`src/rtl/obi_tracker_pkg.sv`:
```
// Shared constants and types for the OBI protocol tracker.
package obi_tracker_pkg;

    // Violation vector layout
    localparam int NumViol        = 6;
    localparam int V_GNT_NO_REQ   = 0;
    localparam int V_RVALID_EMPTY = 1;
    localparam int V_OVERFLOW     = 2;
    localparam int V_REQ_DROP     = 3;
    localparam int V_ATTR_CHANGE  = 4;
    localparam int V_LATENCY      = 5;

    // Default-width view of one recorded request (32-bit address/data bus)
    localparam int PkgAddrWidth = 32;
    localparam int PkgBeWidth   = 4;

    typedef struct packed {
        logic [PkgAddrWidth-1:0] addr;
        logic                    we;
        logic [PkgBeWidth-1:0]   be;
    } obi_req_attr_t;

endpackage

```
`src/rtl/obi_tracker_fifo.sv`:
```
// In-order record of accepted requests; non-power-of-2 depths wrap explicitly.
module obi_tracker_fifo #(
    parameter int Depth = 2,
    parameter int Width = 8,
    localparam int CntW = $clog2(Depth + 1),
    localparam int PtrW = (Depth > 1) ? $clog2(Depth) : 1
) (
    input  logic             clk,
    input  logic             rst,
    input  logic             push,
    input  logic             pop,
    input  logic [Width-1:0] wdata,
    output logic [Width-1:0] head,
    output logic [CntW-1:0]  count,
    output logic             full,
    output logic             empty
);

    logic [Width-1:0] mem_q [Depth];
    logic [Width-1:0] mem_d [Depth];
    logic [PtrW-1:0]  wr_ptr_q, wr_ptr_d, rd_ptr_q, rd_ptr_d;
    logic [CntW-1:0]  count_q, count_d;

    function automatic logic [PtrW-1:0] ptr_inc(input logic [PtrW-1:0] p);
        return (p == PtrW'(Depth - 1)) ? '0 : p + PtrW'(1);
    endfunction

    // Next-state: write at tail, advance head on pop; push+pop when full reuses the freed slot
    always_comb begin
        mem_d    = mem_q;
        wr_ptr_d = wr_ptr_q;
        rd_ptr_d = rd_ptr_q;
        count_d  = count_q + CntW'(push) - CntW'(pop);
        if (push) begin
            mem_d[wr_ptr_q] = wdata;
            wr_ptr_d        = ptr_inc(wr_ptr_q);
        end
        if (pop) rd_ptr_d = ptr_inc(rd_ptr_q);
        if (rst) begin
            wr_ptr_d = '0;
            rd_ptr_d = '0;
            count_d  = '0;
        end
    end

    // State registers
    always_ff @(posedge clk) begin
        mem_q    <= mem_d;
        wr_ptr_q <= wr_ptr_d;
        rd_ptr_q <= rd_ptr_d;
        count_q  <= count_d;
    end

    assign head  = mem_q[rd_ptr_q];
    assign count = count_q;
    assign full  = (count_q == CntW'(Depth));
    assign empty = (count_q == '0);

endmodule

```
`src/rtl/obi_protocol_tracker.sv`:
```
// Observes one OBI channel: tracks outstanding requests in order and flags protocol violations.
module obi_protocol_tracker
    import obi_tracker_pkg::*;
#(
    parameter int MaxOutstanding = 2,
    parameter int AddrWidth      = 32,
    parameter int DataWidth      = 32,
    parameter int MaxLatency     = 0,
    parameter bit CheckWdata     = 1'b1,
    localparam int BeWidth = DataWidth / 8,
    localparam int CntW    = $clog2(MaxOutstanding + 1)
) (
    input  logic                 clock,
    input  logic                 reset,
    input  logic                 req_i,
    input  logic                 gnt_i,
    input  logic                 rvalid_i,
    input  logic                 we_i,
    input  logic [BeWidth-1:0]   be_i,
    input  logic [AddrWidth-1:0] addr_i,
    input  logic [DataWidth-1:0] wdata_i,
    output logic [CntW-1:0]      outstanding_o,
    output logic                 full_o,
    output logic                 empty_o,
    output logic [AddrWidth-1:0] rsp_addr_o,
    output logic                 rsp_we_o,
    output logic [BeWidth-1:0]   rsp_be_o,
    output logic [NumViol-1:0]   viol_o,
    output logic [NumViol-1:0]   viol_sticky_o
);

    localparam int AttrW = AddrWidth + 1 + BeWidth;
    localparam int LatW  = (MaxLatency > 0) ? $clog2(MaxLatency + 1) : 1;

    logic             acc, push, pop;
    logic [AttrW-1:0] head;

    logic                 stall_vld_q, stall_vld_d;
    logic [AddrWidth-1:0] stall_addr_q, stall_addr_d;
    logic                 stall_we_q, stall_we_d;
    logic [BeWidth-1:0]   stall_be_q, stall_be_d;
    logic [DataWidth-1:0] stall_wdata_q, stall_wdata_d;
    logic [LatW-1:0]      lat_q, lat_d;
    logic [NumViol-1:0]   sticky_q, sticky_d;
    logic [CntW-1:0]      count_next;

    // A response never answers a same-cycle grant; a pop frees the slot for a same-cycle push
    assign acc  = req_i & gnt_i;
    assign pop  = rvalid_i & ~empty_o;
    assign push = acc & (~full_o | pop);
    assign count_next = outstanding_o + CntW'(push) - CntW'(pop);

    obi_tracker_fifo #(
        .Depth (MaxOutstanding),
        .Width (AttrW)
    ) u_fifo (
        .clk   (clock),
        .rst   (reset),
        .push  (push),
        .pop   (pop),
        .wdata ({addr_i, we_i, be_i}),
        .head  (head),
        .count (outstanding_o),
        .full  (full_o),
        .empty (empty_o)
    );

    // Head is only meaningful while something is outstanding
    always_comb begin
        {rsp_addr_o, rsp_we_o, rsp_be_o} = empty_o ? '0 : head;
    end

    // Stall capture, head latency and sticky accumulation
    always_comb begin
        stall_vld_d   = req_i & ~gnt_i;
        stall_addr_d  = stall_addr_q;
        stall_we_d    = stall_we_q;
        stall_be_d    = stall_be_q;
        stall_wdata_d = stall_wdata_q;
        if (req_i & ~gnt_i) begin
            stall_addr_d  = addr_i;
            stall_we_d    = we_i;
            stall_be_d    = be_i;
            stall_wdata_d = wdata_i;
        end
        // Restart for each new head; saturate so the latency flag holds until rvalid
        lat_d = lat_q;
        if (pop || count_next == '0)    lat_d = '0;
        else if (lat_q != LatW'(MaxLatency)) lat_d = lat_q + LatW'(1);
        sticky_d = sticky_q | viol_o;
        if (reset) begin
            stall_vld_d   = 1'b0;
            stall_addr_d  = '0;
            stall_we_d    = 1'b0;
            stall_be_d    = '0;
            stall_wdata_d = '0;
            lat_d         = '0;
            sticky_d      = '0;
        end
    end

    // Per-cycle violation checks, silenced during reset
    always_comb begin
        viol_o = '0;
        if (!reset) begin
            viol_o[V_GNT_NO_REQ]   = gnt_i & ~req_i;
            viol_o[V_RVALID_EMPTY] = rvalid_i & empty_o;
            viol_o[V_OVERFLOW]     = acc & full_o & ~rvalid_i;
            viol_o[V_REQ_DROP]     = stall_vld_q & ~req_i;
            viol_o[V_ATTR_CHANGE]  = stall_vld_q & req_i &
                ((addr_i != stall_addr_q) || (we_i != stall_we_q) || (be_i != stall_be_q) ||
                 (CheckWdata && stall_we_q && (wdata_i != stall_wdata_q)));
            viol_o[V_LATENCY]      = (MaxLatency != 0) & ~empty_o &
                                     (lat_q == LatW'(MaxLatency)) & ~rvalid_i;
        end
    end

    // State registers
    always_ff @(posedge clock) begin
        stall_vld_q   <= stall_vld_d;
        stall_addr_q  <= stall_addr_d;
        stall_we_q    <= stall_we_d;
        stall_be_q    <= stall_be_d;
        stall_wdata_q <= stall_wdata_d;
        lat_q         <= lat_d;
        sticky_q      <= sticky_d;
    end

    assign viol_sticky_o = sticky_q;

endmodule

```
`config.mk`:
```
export PLATFORM = sky130hd
export DESIGN_NAME = obi_protocol_tracker
export DESIGN_NICKNAME = d
export VERILOG_FILES = /design/src/rtl/obi_tracker_pkg.sv /design/src/rtl/obi_tracker_fifo.sv /design/src/rtl/obi_protocol_tracker.sv
export SDC_FILE = /design/constraint.sdc
export NUM_CORES = 1
export LEC_CHECK = 0
export CORE_ASPECT_RATIO = 0.7
export CORE_MARGIN = 1.5
export CORE_UTILIZATION = 50
export DETAILED_ROUTE_END_ITERATION = 8
export PLACE_DENSITY = 0.87
export SETUP_SLACK_MARGIN = 0.5
export SKIP_LAST_GASP = 1
export SLEW_MARGIN = 20
export SYNTH_ARGS = -nofsm -noshare
export SYNTH_HDL_FRONTEND = slang
export SYNTH_HIERARCHICAL = 1
export SYNTH_SLANG_ARGS = --single-unit
```
`constraint.sdc`:
```
create_clock -name clock -period 4.4 [get_ports clock]
set_input_delay 0.66 -clock clock [delete_from_list [all_inputs] [get_ports clock]]
set_output_delay 0.66 -clock clock [all_outputs]
set_load 0.1 [all_outputs]
```
==> reports/qor.txt <==
Hold-fix buffers, CTS: 0
Crit path arrival time: 2.90 ns
Die X: 140.1 µm
Max_cap viols: 0
Leakage power: 3.210 nW
Clock Path Buffers: 2
Synth Area in Compound Gates: 6.066%
Final setup skew: 0.006087 ns
Via density: 5.296
FF-to-FF setup slack: 1.94 ns
Slew Limit Fails: 0
Post-route DRC: 0
Register area share after synthesis: 57.81%
Root Driver: clkbuf_16
Pint: 3.212 mW
Setup TNS Final: 0 ns
Status: completed
R2R depth: 5
CP max FO: 37
Fin crit share: 80.89%
Switching power as a share of total power: 44.45%
Vias in the first global route: 4,792
Hold Path Origin: stall_wdata_q[29]
Die Span Y: 98.98 µm
CP Launch Type: register
Distinct cells, synth: 33
Worst Hold Path Cells: 2
Post-CTS sizing: 0
Overflow after GRT: 0
Reg clk slew, reported paths: 0.06 ns
Number of buffers created by CTS: 17
Synth Area in Simple Gates: 15.59%
Fin. Hold Viols: 0
Htree depth: 4
Logic pwr share: 45.9%
FFs w/ async S/R, synth: 0%
First-pass GRT wire length: 23,620 µm
Most used DFF post-synth: dfxtp_1
Crit path capture type: output port
Final min period: 3.559 ns
Worst Path Required: 3.74 ns
Largest net degree at the start of global routing: 77
Final WL: 14,830 µm
Ys Warns: 6
Post-synthesis cell count: 597
Fmax: 281.0 MHz
Main combinational cell family by area after synthesis: simple AND/OR/NAND/NOR gates
CTS tree: built
Post-synthesis mux area share: 7.473%
Power share of the sequential group: 28.6%
XOR/XNOR share of the synthesized area: 9.793%
Number of enable flip-flop cells after synthesis: 74
WS Path Type: register to output port
Mapped Area: 6580 µm²
Antenna cell count: 0
Final Cell Area: 8548 µm²
Initial antenna violation count: 0
Row cnt: 34
Adder-Cell Fraction of Synth Area: 0.3803%
CTS sink cnt: 153
Ports: 127
ANT nets after route: 0
HPWL Detailed: 9694 µm
R2r endpoint: u_fifo/mem_q[43]
Initial DRC Count: 352
Net count, final: 790
Worst slew margin: 31.39%
Synth Register Bits: 153
Starting Density: 52.08%
Area grow syn2layout: 29.91%
Die area: 13,870 µm²
Routed vias: 4,703
Wirelength per Cell: 16.70 µm
First-pass detailed-route iteration total: 5
Worst r2r src: u_fifo/count[0]
Clock power share: 25.5%
# setup viols final: 0
Placed Area: 7923 µm²
Switching power: 2.570 mW
Final Wtd Congestion: 0.7829
Post-CTS Setup Inserts: 0
Clk Latency, worst-skew pair: 0.41 ns
Mapped Avg Cell Area: 11.02 µm²
Hold EP: stall_wdata_q[29]
HP Class: register to register
Worst VDD drop: 0.0006120 V
RSZ-0062 raised after global routing: no
Port-buffer cells: 124
GRT Resource Usage Total: 22.05%
Core area: 12,630 µm²
Power Density: 676.3 nW/µm²
Layout cell share with drive strength beyond 1: 15.15%
Worst slew pin tran: 1.026 ns
==> cell usage after synthesis (5+ instances only) <==
cell,number,share of area [%]
dfxtp_1,79,24
a21oi_1,70,5.3
xnor2_1,21,2.8
mux2_4,20,4.6
clkbuf_1,23,1.3
edfxtp_1,74,34
xor2_1,50,6.7
mux2_2,17,2.9
nor4_1,12,1.1
nand2_1,138,7.9
nand4_1,5,0.48
nor2_1,9,0.51
nor2b_1,41,3.9
==> sequential cells by signal, indices dropped and copies added, names as in the netlist <==
signal	flops
stall_we_q	1
stall_addr_q	32
u_fifo/rd_ptr_q	1
stall_vld_q	1
u_fifo/count	2
u_fifo/wr_ptr_q	1
u_fifo/mem_q	74
stall_wdata_q	32
viol_sticky_o	5
stall_be_q	4
==> placed cells by master, fill, tap and decap left out, types with 2 or more instances in the layout <==
cell               n
nand2_1          138
clkdlybuf4s50_1  110
dfxtp_1           78
edfxtp_1          74
a21oi_1           70
xor2_1            50
nor2b_1           29
xnor2_1           21
clkbuf_16         21
mux2_4            20
buf_4             19
mux2_2            17
nor4_1            12
nor2b_2           11
nor2_1             7
nand4_1            5
clkbuf_8           5
and3_1             4
nand3_1            3
inv_1              3
a21o_1             3
inv_2              2
nand4_2            2
nor2_4             2
conb_1             2
clkbuf_1           2
ha_1               2
==> through the flow <==
| stage | setup WS, ns | hold WS (ns) | instances | power (mW) | util [%] |
|---|---|---|---|---|---|
| 2_1_floorplan | 0.2451 | 0.4455 | 598 | 3.746 | - |
| 3_3_place_gp | 1.044 | 0.4384 | 857 | 4.305 | 62.71 |
| 3_5_place_dp | 0.9902 | 0.4539 | 857 | 4.336 | 62.71 |
| 4_1_cts | 0.8106 | 0.4675 | 888 | 5.808 | 67.62 |
| 5_1_grt | 0.7274 | 0.4806 | 888 | 5.966 | 67.66 |
| 6_report | 0.8410 | 0.4646 | 888 | 5.781 | 67.66 |
==> worst max-delay path by stage <==
stage / startpoint / end / slack (ns) / cells after the start
finish: u_fifo/rd_ptr_q / rsp_be_o[3] / 0.84 / 4
global route: u_fifo/rd_ptr_q / rsp_be_o[3] / 0.73 / 4
CTS: u_fifo/rd_ptr_q / rsp_be_o[3] / 0.81 / 4
detailed placement: addr_i[6] / viol_o[4] / 0.99 / 8
global placement: addr_i[6] / viol_o[4] / 1.04 / 8
floorplan: u_fifo/count[1] / viol_o[2] / 0.25 / 3
==> final cells by class <==
| type | instances | area (µm²) |
|---|---|---|
| well taps | 162 | 202.7 |
| clock buffers | 28 | 601.8 |
| fillers | 869 | 4086 |
| multi-input cells | 407 | 2653 |
| flip-flops and latches | 153 | 3805 |
| clock inverters | 3 | 18.77 |
| repair buffers | 130 | 1249 |
| inverters | 5 | 18.77 |
==> logic make-up after synthesis <==
group	Yosys count
AND/OR/NAND/NOR	218
flip-flops	153
AO/OA/AOI/OAI	76
XOR/XNOR	72
buffers and inverters	38
multiplexers	37
adder cells (fa/ha/maj)	2
other	1
==> power groups by stage <==
stage / registers [mW] / clock network (mW) / logic [mW]
floorplan: 1.77 / 0 / 1.97
global placement: 1.68 / 0 / 2.63
detailed placement: 1.69 / 0 / 2.65
CTS: 1.66 / 1.49 / 2.66
global route: 1.67 / 1.56 / 2.74
finish: 1.66 / 1.47 / 2.65
==> routing by layer <==
metal	GRT usage [%]	routed length, µm	vias up
met3	6.122	1017	18
met2	38.12	7287	179
met1	27.45	6353	2256
li1	-	-	2250
met4	5.911	171	0
met5	0	0	-
==> critical path: stages, from the launching register on <==
cell and delay (ns):
dfxtp_2 0.33, buf_4 0.52, mux2_4 0.26, nor2b_1 0.19, clkdlybuf4s50_1 1.16
No activity file was read; power rests on OpenSTA's default activity.
